`src/rtl/uart_tx_serializer.sv`:
```
// 8N1/8N2 UART transmitter fed by the cmd_parser txd_start/txd_data/txd_busy handshake.
// Define UART_TX_PARITY_EN to insert an even-parity bit after the data bits (8E1/8E2).
module uart_tx_serializer #(
    parameter int CLKS_PER_BIT = 868,
    parameter int STOP_BITS    = 1
) (
    input  logic       clk,
    input  logic       reset,
    input  logic       txd_start,
    input  logic [7:0] txd_data,
    output logic       txd_busy,
    output logic       tx_done,
    output logic       txd
);

    localparam int                BAUD_W    = $clog2(CLKS_PER_BIT);
    localparam logic [BAUD_W-1:0] BAUD_LAST = BAUD_W'(CLKS_PER_BIT - 1);
    localparam logic [2:0]        STOP_LAST = 3'(STOP_BITS - 1);

`ifdef UART_TX_PARITY_EN
    typedef enum logic [2:0] {S_IDLE, S_START, S_DATA, S_PARITY, S_STOP} state_t;
`else
    typedef enum logic [1:0] {S_IDLE, S_START, S_DATA, S_STOP} state_t;
`endif

    state_t            r_state;
    logic [BAUD_W-1:0] r_baud;
    logic [2:0]        r_bit;
    logic [7:0]        r_shift;
    logic              r_txd;
    logic              r_busy;
    logic              r_done;

    state_t            w_state_nxt;
    logic [BAUD_W-1:0] w_baud_nxt;
    logic [2:0]        w_bit_nxt;
    logic [7:0]        w_shift_nxt;
    logic              w_txd_nxt;
    logic              w_busy_nxt;
    logic              w_done_nxt;
    logic              w_bit_end;

`ifdef UART_TX_PARITY_EN
    logic r_parity;
    logic w_parity_nxt;
`endif

    // txd/busy/done are computed one cycle ahead so the registered outputs line up with the state.
    always_comb begin
        w_bit_end   = (r_baud == BAUD_LAST);
        w_state_nxt = r_state;
        w_baud_nxt  = w_bit_end ? '0 : r_baud + 1'b1;
        w_bit_nxt   = r_bit;
        w_shift_nxt = r_shift;
        w_txd_nxt   = r_txd;
        w_done_nxt  = 1'b0;
`ifdef UART_TX_PARITY_EN
        w_parity_nxt = r_parity;
`endif
        case (r_state)
            S_IDLE: begin
                w_baud_nxt = '0;
                w_txd_nxt  = 1'b1;
                if (txd_start) begin
                    w_state_nxt = S_START;
                    w_shift_nxt = txd_data;
                    w_txd_nxt   = 1'b0;
`ifdef UART_TX_PARITY_EN
                    w_parity_nxt = ^txd_data;
`endif
                end
            end
            S_START: begin
                if (w_bit_end) begin
                    w_state_nxt = S_DATA;
                    w_txd_nxt   = r_shift[0];
                end
            end
            S_DATA: begin
                if (w_bit_end) begin
                    w_shift_nxt = r_shift >> 1;
                    if (r_bit == 3'd7) begin
                        w_bit_nxt = 3'd0;
`ifdef UART_TX_PARITY_EN
                        w_state_nxt = S_PARITY;
                        w_txd_nxt   = r_parity;
`else
                        w_state_nxt = S_STOP;
                        w_txd_nxt   = 1'b1;
`endif
                    end else begin
                        w_bit_nxt = r_bit + 3'd1;
                        w_txd_nxt = r_shift[1];
                    end
                end
            end
`ifdef UART_TX_PARITY_EN
            S_PARITY: begin
                if (w_bit_end) begin
                    w_state_nxt = S_STOP;
                    w_txd_nxt   = 1'b1;
                end
            end
`endif
            S_STOP: begin
                if (w_bit_end) begin
                    if (r_bit == STOP_LAST) begin
                        w_state_nxt = S_IDLE;
                        w_bit_nxt   = 3'd0;
                        w_done_nxt  = 1'b1;
                    end else begin
                        w_bit_nxt = r_bit + 3'd1;
                    end
                end
            end
            default: w_state_nxt = S_IDLE;
        endcase
        w_busy_nxt = (w_state_nxt != S_IDLE);
    end

    always_ff @(posedge clk) begin
        if (!reset) begin
            r_state <= S_IDLE;
            r_baud  <= '0;
            r_bit   <= 3'd0;
            r_shift <= 8'd0;
            r_txd   <= 1'b1;
            r_busy  <= 1'b0;
            r_done  <= 1'b0;
`ifdef UART_TX_PARITY_EN
            r_parity <= 1'b0;
`endif
        end else begin
            r_state <= w_state_nxt;
            r_baud  <= w_baud_nxt;
            r_bit   <= w_bit_nxt;
            r_shift <= w_shift_nxt;
            r_txd   <= w_txd_nxt;
            r_busy  <= w_busy_nxt;
            r_done  <= w_done_nxt;
`ifdef UART_TX_PARITY_EN
            r_parity <= w_parity_nxt;
`endif
        end
    end

    assign txd      = r_txd;
    assign txd_busy = r_busy;
    assign tx_done  = r_done;

endmodule

```
`config.mk`:
```
export PLATFORM = sky130hd
export DESIGN_NAME = uart_tx_serializer
export DESIGN_NICKNAME = d
export VERILOG_FILES = /design/src/rtl/uart_tx_serializer.sv
export SDC_FILE = /design/constraint.sdc
export NUM_CORES = 1
export LEC_CHECK = 0
export CAP_MARGIN = 20
export CORE_MARGIN = 2
export CORE_UTILIZATION = 48
export CTS_BUF_LIST = sky130_fd_sc_hd__clkbuf_8
export DETAILED_ROUTE_END_ITERATION = 8
export GPL_ROUTABILITY_DRIVEN = 0
export GPL_TIMING_DRIVEN = 0
export MAX_ROUTING_LAYER = met4
export PLACE_DENSITY = 0.69
export SETUP_SLACK_MARGIN = 0.1
export SYNTH_ARGS = -nofsm -noshare
export SYNTH_HDL_FRONTEND = slang
export SYNTH_SLANG_ARGS = --single-unit
```
`constraint.sdc`:
```
create_clock -name clk -period 4.9 [get_ports clk]
set_clock_uncertainty 0.2 [all_clocks]
set_input_delay 0.49 -clock clk [delete_from_list [all_inputs] [get_ports clk]]
set_output_delay 0.49 -clock clk [all_outputs]
set_load 0.05 [all_outputs]
```
==> results of run 1 <==
==> layer usage <==
layer	part of all wire [%]	up-vias	global-route usage, %
li1	-	583	-
met1	49	537	22.52
met2	47	17	29.55
met3	2.9	5	3.401
met4	1.2	0	6.645
met5	0	-	-
==> synth_stat cells (2+ instances only) <==
cell type	count	area, sq um
dfxtp_1	26	520.5
a21oi_1	12	60.06
nor2_1	12	45.04
mux2i_1	9	90.09
nand2_1	9	33.78
ha_1	8	100.1
a211oi_1	7	52.55
inv_1	7	26.28
xor2_1	7	61.31
nand3_1	6	30.03
and3_1	4	25.02
clkbuf_1	4	15.01
nand4_1	3	18.77
o21ai_0	3	15.01
a21o_1	2	15.01
nand3b_1	2	15.01
nand4b_1	2	17.52
nor2b_1	2	12.51
nor3_1	2	10.01
nor4_1	2	12.51
or3_1	2	12.51
==> power groups by stage <==
| stage | Sequential (W) | Clock, W | Combinational (W) |
|---|---|---|---|
| 6_report | 0.000242 | 0.000118 | 0.000118 |
| 5_1_grt | 0.000244 | 0.000131 | 0.000131 |
| 4_1_cts | 0.000241 | 0.000123 | 0.000118 |
| 3_5_place_dp | 0.000246 | 0 | 0.000118 |
| 3_3_place_gp | 0.000246 | 0 | 0.000115 |
| 2_1_floorplan | 0.000258 | 0 | 0.0000725 |
==> tightest hold or removal path, stage by stage, from the launching register on <==
cell	delay [ps]
dfxtp_1	330
nand2_1	60
a21oi_1	50
==> stage by stage <==
step	cell area (sq um)	hold WS (ps)	power, W	setup WS (ps)	std cells
final	1579	277.8	0.0004778	2737	198
after floorplan	1379	237.7	0.0003306	2960	152
after CTS	1579	280.3	0.0004832	2751	198
after global routing	1579	313.2	0.0005055	2570	198
after global placement	1538	257.0	0.0003606	2719	195
after detailed placement	1538	265.3	0.0003648	2704	195
==> area by class of cell <==
class / count / area share (%)
buffer: 6 / 1.981
clock buffer: 3 / 2.615
inverter: 7 / 1.664
multi-input combinational: 113 / 50.71
sequential: 26 / 32.96
tap: 31 / 2.456
timing repair buffer: 12 / 7.607
==> flip-flops by register name, indices dropped and copies added (netlist names) <==
name and count:
r_baud 10, r_state 2, r_bit 3, tx_done 1
txd_busy 1, txd 1, r_shift 8
==> final timing paths <==
path	from	to	slack (ps)	depth (start not counted)
worst min-delay path	r_bit[1]$_SDFFE_PN0P_	r_bit[1]$_SDFFE_PN0P_	280	2
worst max register to register	r_state[0]$_SDFF_PN0_	r_shift[5]$_SDFFE_PN0P_	2740	7
worst min register to register	r_bit[1]$_SDFFE_PN0P_	r_bit[1]$_SDFFE_PN0P_	280	2
worst max-delay path	r_state[0]$_SDFF_PN0_	r_shift[5]$_SDFFE_PN0P_	2740	7
==> cells by family after synthesis <==
logic type | Yosys count
flip-flops | 26
adder cells (fa/ha/maj) | 8
XOR/XNOR | 8
AND/OR/NAND/NOR | 51
multiplexers | 9
buffers and inverters | 13
AO/OA/AOI/OAI | 37
==> cells in the final DEF, fill, tap and decap left out, drive strengths merged, types with 6 or more instances in the layout <==
cell            n
inv             7
nand3           6
clkbuf          7
clkdlybuf4s50  12
nor2           12
nand2           9
ha              8
a211oi          8
xor2            7
a21oi          13
dfxtp          26
mux2i           9
==> qor.yml, run 1 <==
clock_tree:
  cts_tree: "built"
  ctsHoldBuffers: 0
  cts_made_buffers: 3
  htreeDepth: 1
  postCtsSetupRepairBufs: 0
  ctsResizeCount: 0
  clock_latency_ps: 270
  clockBufferDepth: 2
  clk_pin_slew_worst_paths_ps: 90
  cts_sinks: 26
  cts_root_buf: "clkbuf_8"
timing:
  min_period_ps: 2163
  slew_headroom_pct: 65.76
  fmax_ghz: 0.4623
  rsz0062_at_grt: "no"
  final-hold-violation-count: 0
  slew_viol_final: 0
  setup-violations-final: 0
  finalCritPeriodShare_pct: 44.15
  worst_slew_pin_slew_ps: 510.2
  setup_tns_ps: 0
worst_setup_path:
  cpMaxStageDelayCell: "o21ai_1"
  critPathTopFamily: "compound AO/OA/AOI/OAI gates"
  critPathCaptureType: "register"
  crit_type: "register to register"
  crit_arrival_ps: 2150
  slowest_delay_ps: 450
  cp_cell_sequence: "inv_1 > ha_1 > clkbuf_1 > inv_1 > o21ai_1 > a21oi_1 > a211oi_1"
  critPathBufInv: 3
  critPathLaunchType: "register"
  critPathRequiredTime_ps: 4880
  cp_max_fo: 9
  cp_common_cell: "inv_1"
global_route:
  grt_pass1_wl_mm: 4.560
  grt_usage_pct: 18.22
  grt_overflow: 0
  grt_pass1_vias: 1076
  grt_max_degree: 14
  antenna_found_initial: 0
min_path:
  worstHoldPathType: "register to register"
floorplanning:
  die_x_um: 57.60
  die_area_sq_mm: 0.003317
  fp-row-count: 19
  die_h_um: 57.60
  ioPinCount: 14
  core_region_area_sq_mm: 0.002734
  start_util_pct: 50.43
layout:
  layout-drive-gt1-share_pct: 6.587
  area_growth_pct: 14.52
  fin_util_pct: 57.76
  multiInputGateArea_sq_um: 800.8
  nFillCells: 251
  seqCellArea_sq_um: 520.5
  num_antenna_cells: 0
  nNetsFinal: 188
logic_synthesis:
  netlist_instances: 152
  synth-seq-cells: 26
  synth-edff-count: 0
  ys_types: 42
  synth_compound_area_share_pct: 19.15
  avgSynthCellArea_sq_um: 9.071
  ys_warn_count: 0
  ys_seq_area_share_pct: 37.75
  syn-num-nets: 171
  synthMuxAreaShare_pct: 6.534
  synthAdderAreaFrac_pct: 7.260
  ys.flop_type: "dfxtp_1"
  syn-cell-area_sq_mm: 0.001379
  synth_top_family_by_area: "simple AND/OR/NAND/NOR gates"
  synthSimpleGateAreaFrac_pct: 20.05
  synthArstFlopShare_pct: 0
  synth_xor_area_share_pct: 5.082
run:
  drv_cap: 0
power_and_ir_drop:
  combPwrFrac_pct: 24.8
  vdd_drop_max_mv: 0.1804
  power.density_mw_per_mm2: 302.6
  p_leak_nw: 0.5702
  power.share.clock_pct: 24.6
  p_int_w: 0.0003344
  p_sw_w: 0.0001434
  p_seq_share_pct: 50.6
  switching_share_pct: 30.01
place:
  io_buffers: 12
  dp_hpwl_mm: 2.066
drt:
  dr.pass1.iters: 4
  via_count: 1142
  antenna_left: 0
  dr.first_iter.drc_count: 26
  drc: 0
  routed_wl_mm: 2.715
  wl_per_cell_um: 13.71
  avgViaCountPerCell: 5.768
outcome:
  outcome: "finished clean"
(Power assumes the default switching activity.)
==> inputs of run 2 (changes only) <==
- PLACE_DENSITY: 0.69 -> 0.72
- clock period: 4.9 -> 1.9 ns (I/O delays scaled with it)
==> qor.yml, run 2 (synthesis results as in run 1) <==
floorplanning:
  ioPinCount: 14  # unchanged
  die_area_sq_mm: 0.003317  # unchanged
  start_util_pct: 50.43  # unchanged
  die_h_um: 57.60  # unchanged
  die_x_um: 57.60  # unchanged
  core_region_area_sq_mm: 0.002734  # unchanged
  fp-row-count: 19  # unchanged
global_route:
  grt_pass1_wl_mm: 5.057  # +11%
  grt_pass1_vias: 1187  # +10%
  grt_overflow: 0  # unchanged
  grt_max_degree: 14  # unchanged
  antenna_found_initial: 0  # unchanged
  grt_usage_pct: 19.65  # +1.4 points
drt:
  dr.pass1.iters: 4  # unchanged
  avgViaCountPerCell: 5.864  # +1.7%
  antenna_left: 0  # unchanged
  routed_wl_mm: 3.329  # +23%
  via_count: 1208  # +5.8%
  drc: 0  # unchanged
  wl_per_cell_um: 16.16  # +18%
  dr.first_iter.drc_count: 46  # +77%
power_and_ir_drop:
  p_leak_nw: 0.6559  # +15%
  power.total_w: 0.001362  # +190%
  vdd_drop_max_mv: 0.7052  # +290%
  power.density_mw_per_mm2: 728.2  # +140%
clock_tree:
  cts_root_buf: "clkbuf_8"
  cts_tree: "built"
  cts_sinks: 26  # unchanged
  clk_pin_slew_worst_paths_ps: 90  # about the same
  clock_latency_ps: 270  # about the same
  cts_made_buffers: 3  # unchanged
  htreeDepth: 1  # unchanged
  ctsHoldBuffers: 0  # unchanged
  clockBufferDepth: 2  # unchanged
layout:
  fin_util_pct: 68.42  # +11 points
  layout-drive-gt1-share_pct: 32.57  # +26 points
  num_antenna_cells: 0  # unchanged
  layout_commonest_cell: "dfxtp_1"
  final_cell_mix: "dfxtp_1, clkdlybuf4s50_1, mux2i_1, a21oi_1"
  largestRegisters: "r_baud x10, r_shift x8, r_bit x3"
  nNetsFinal: 196  # +4.3%
  nFillCells: 200  # -20%
  area_growth_pct: 35.66
  largest_register_ffs: 10  # unchanged
  max_flop_register: "r_baud"
timing:
  worst_slew_pin_slew_ps: 651.7  # +141.5 ps
  fmax_ghz: 0.5219  # +13%
  finalCritPeriodShare_pct: 100.8  # +57 points
  setup_tns_ps: -37.13  # -37.13 ps
  worst_slack_ps: -16.12  # -2753 ps
  slew_headroom_pct: 56.55  # -9.2 points
  slew_viol_final: 0  # unchanged
  min_period_ps: 1916  # -247.1 ps
  final-hold-violation-count: 0  # unchanged
  hold_slack_ps: 70.54  # -207.2 ps
  rsz0062_at_grt: "yes"
  setup-violations-final: 3  # +3
worst_setup_path:
  crit_type: "register to register"
  cp_cell_sequence: "or3_1 > buf_6 > or3_4 > a211oi_4 > o311ai_1"
  critPathCaptureType: "register"
  crit_arrival_ps: 1860  # -290 ps
  critPathBufInv: 1  # -2
  cp_max_fo: 7  # -2
  critPathTopFamily: "simple AND/OR/NAND/NOR gates"
  critPathRequiredTime_ps: 1850  # -3030 ps
  slowest_delay_ps: 380  # -70 ps
  cpMaxStageDelayCell: "or3_1"
  critPathLaunchType: "register"
place:
  io_buffers: 12  # unchanged
  dp_hpwl_mm: 2.059  # -0.37%
min_path:
  worstHoldPathType: "input pin to register"
run:
  drv_cap: 0  # unchanged
outcome:
  outcome: "complete, but fails checks"
  violations: "negative setup slack"
-- run 2: layout make-up --
type	count	area (sq um)	share of cell area, %
Multi-Input combinational cell	113	988.4	52.84
Sequential cell	26	534.3	28.56
Timing Repair Buffer	20	186.4	9.967
Buffer	6	52.55	2.809
Clock buffer	3	41.29	2.207
Tap cell	31	38.79	2.074
Inverter	7	28.78	1.538
-- run 2: through the flow --
stage	std cells	instance area, sq um	worst slack (ps)
6_report	206	1871	-16.12
2_1_floorplan	152	1411	70.20
3_5_place_dp	195	1570	-223.9
3_3_place_gp	195	1570	-114.5
4_1_cts	202	1702	-9.765
5_1_grt	206	1871	-66.71
-- run 2: final timing paths --
kind	from	end	slack, ps	cells past startpoint
hold / removal	reset	txd$_SDFFE_PN1P_	70	2
setup reg to reg	r_baud[2]$_SDFF_PP0_	txd_busy$_SDFF_PN0_	-20	5
hold reg to reg	r_baud[0]$_SDFF_PP0_	r_baud[0]$_SDFF_PP0_	250	1
setup / recovery	r_baud[2]$_SDFF_PP0_	txd_busy$_SDFF_PN0_	-20	5
-- run 2: per-layer routing --
metal	up-vias	GRT usage, %	wire, um
li1	602	-	-
met1	578	25.28	1482
met2	24	31.01	1723
met3	4	2.721	91
met4	0	7.973	31
met5	-	-	0
-- run 2: what timing repair did --
action	in CTS	in global routing
resized for setup	17	35
pin swaps	14	11
setup buffers	4	4
setup endpoints to repair	25	24
-- run 2: report_power, final --
part	switching (W)	internal (W)	total, W
combinational	0.000230	0.000183	0.000413
clock	0.000172	0.000142	0.000314
sequential	0.0000409	0.000594	0.000635
-- run 2: worst register-to-register path: stages (launching register included) --
cell and delay (ps):
dfxtp_2 330, or3_1 380, buf_6 150, or3_4 370, a211oi_4 230, o311ai_1 130
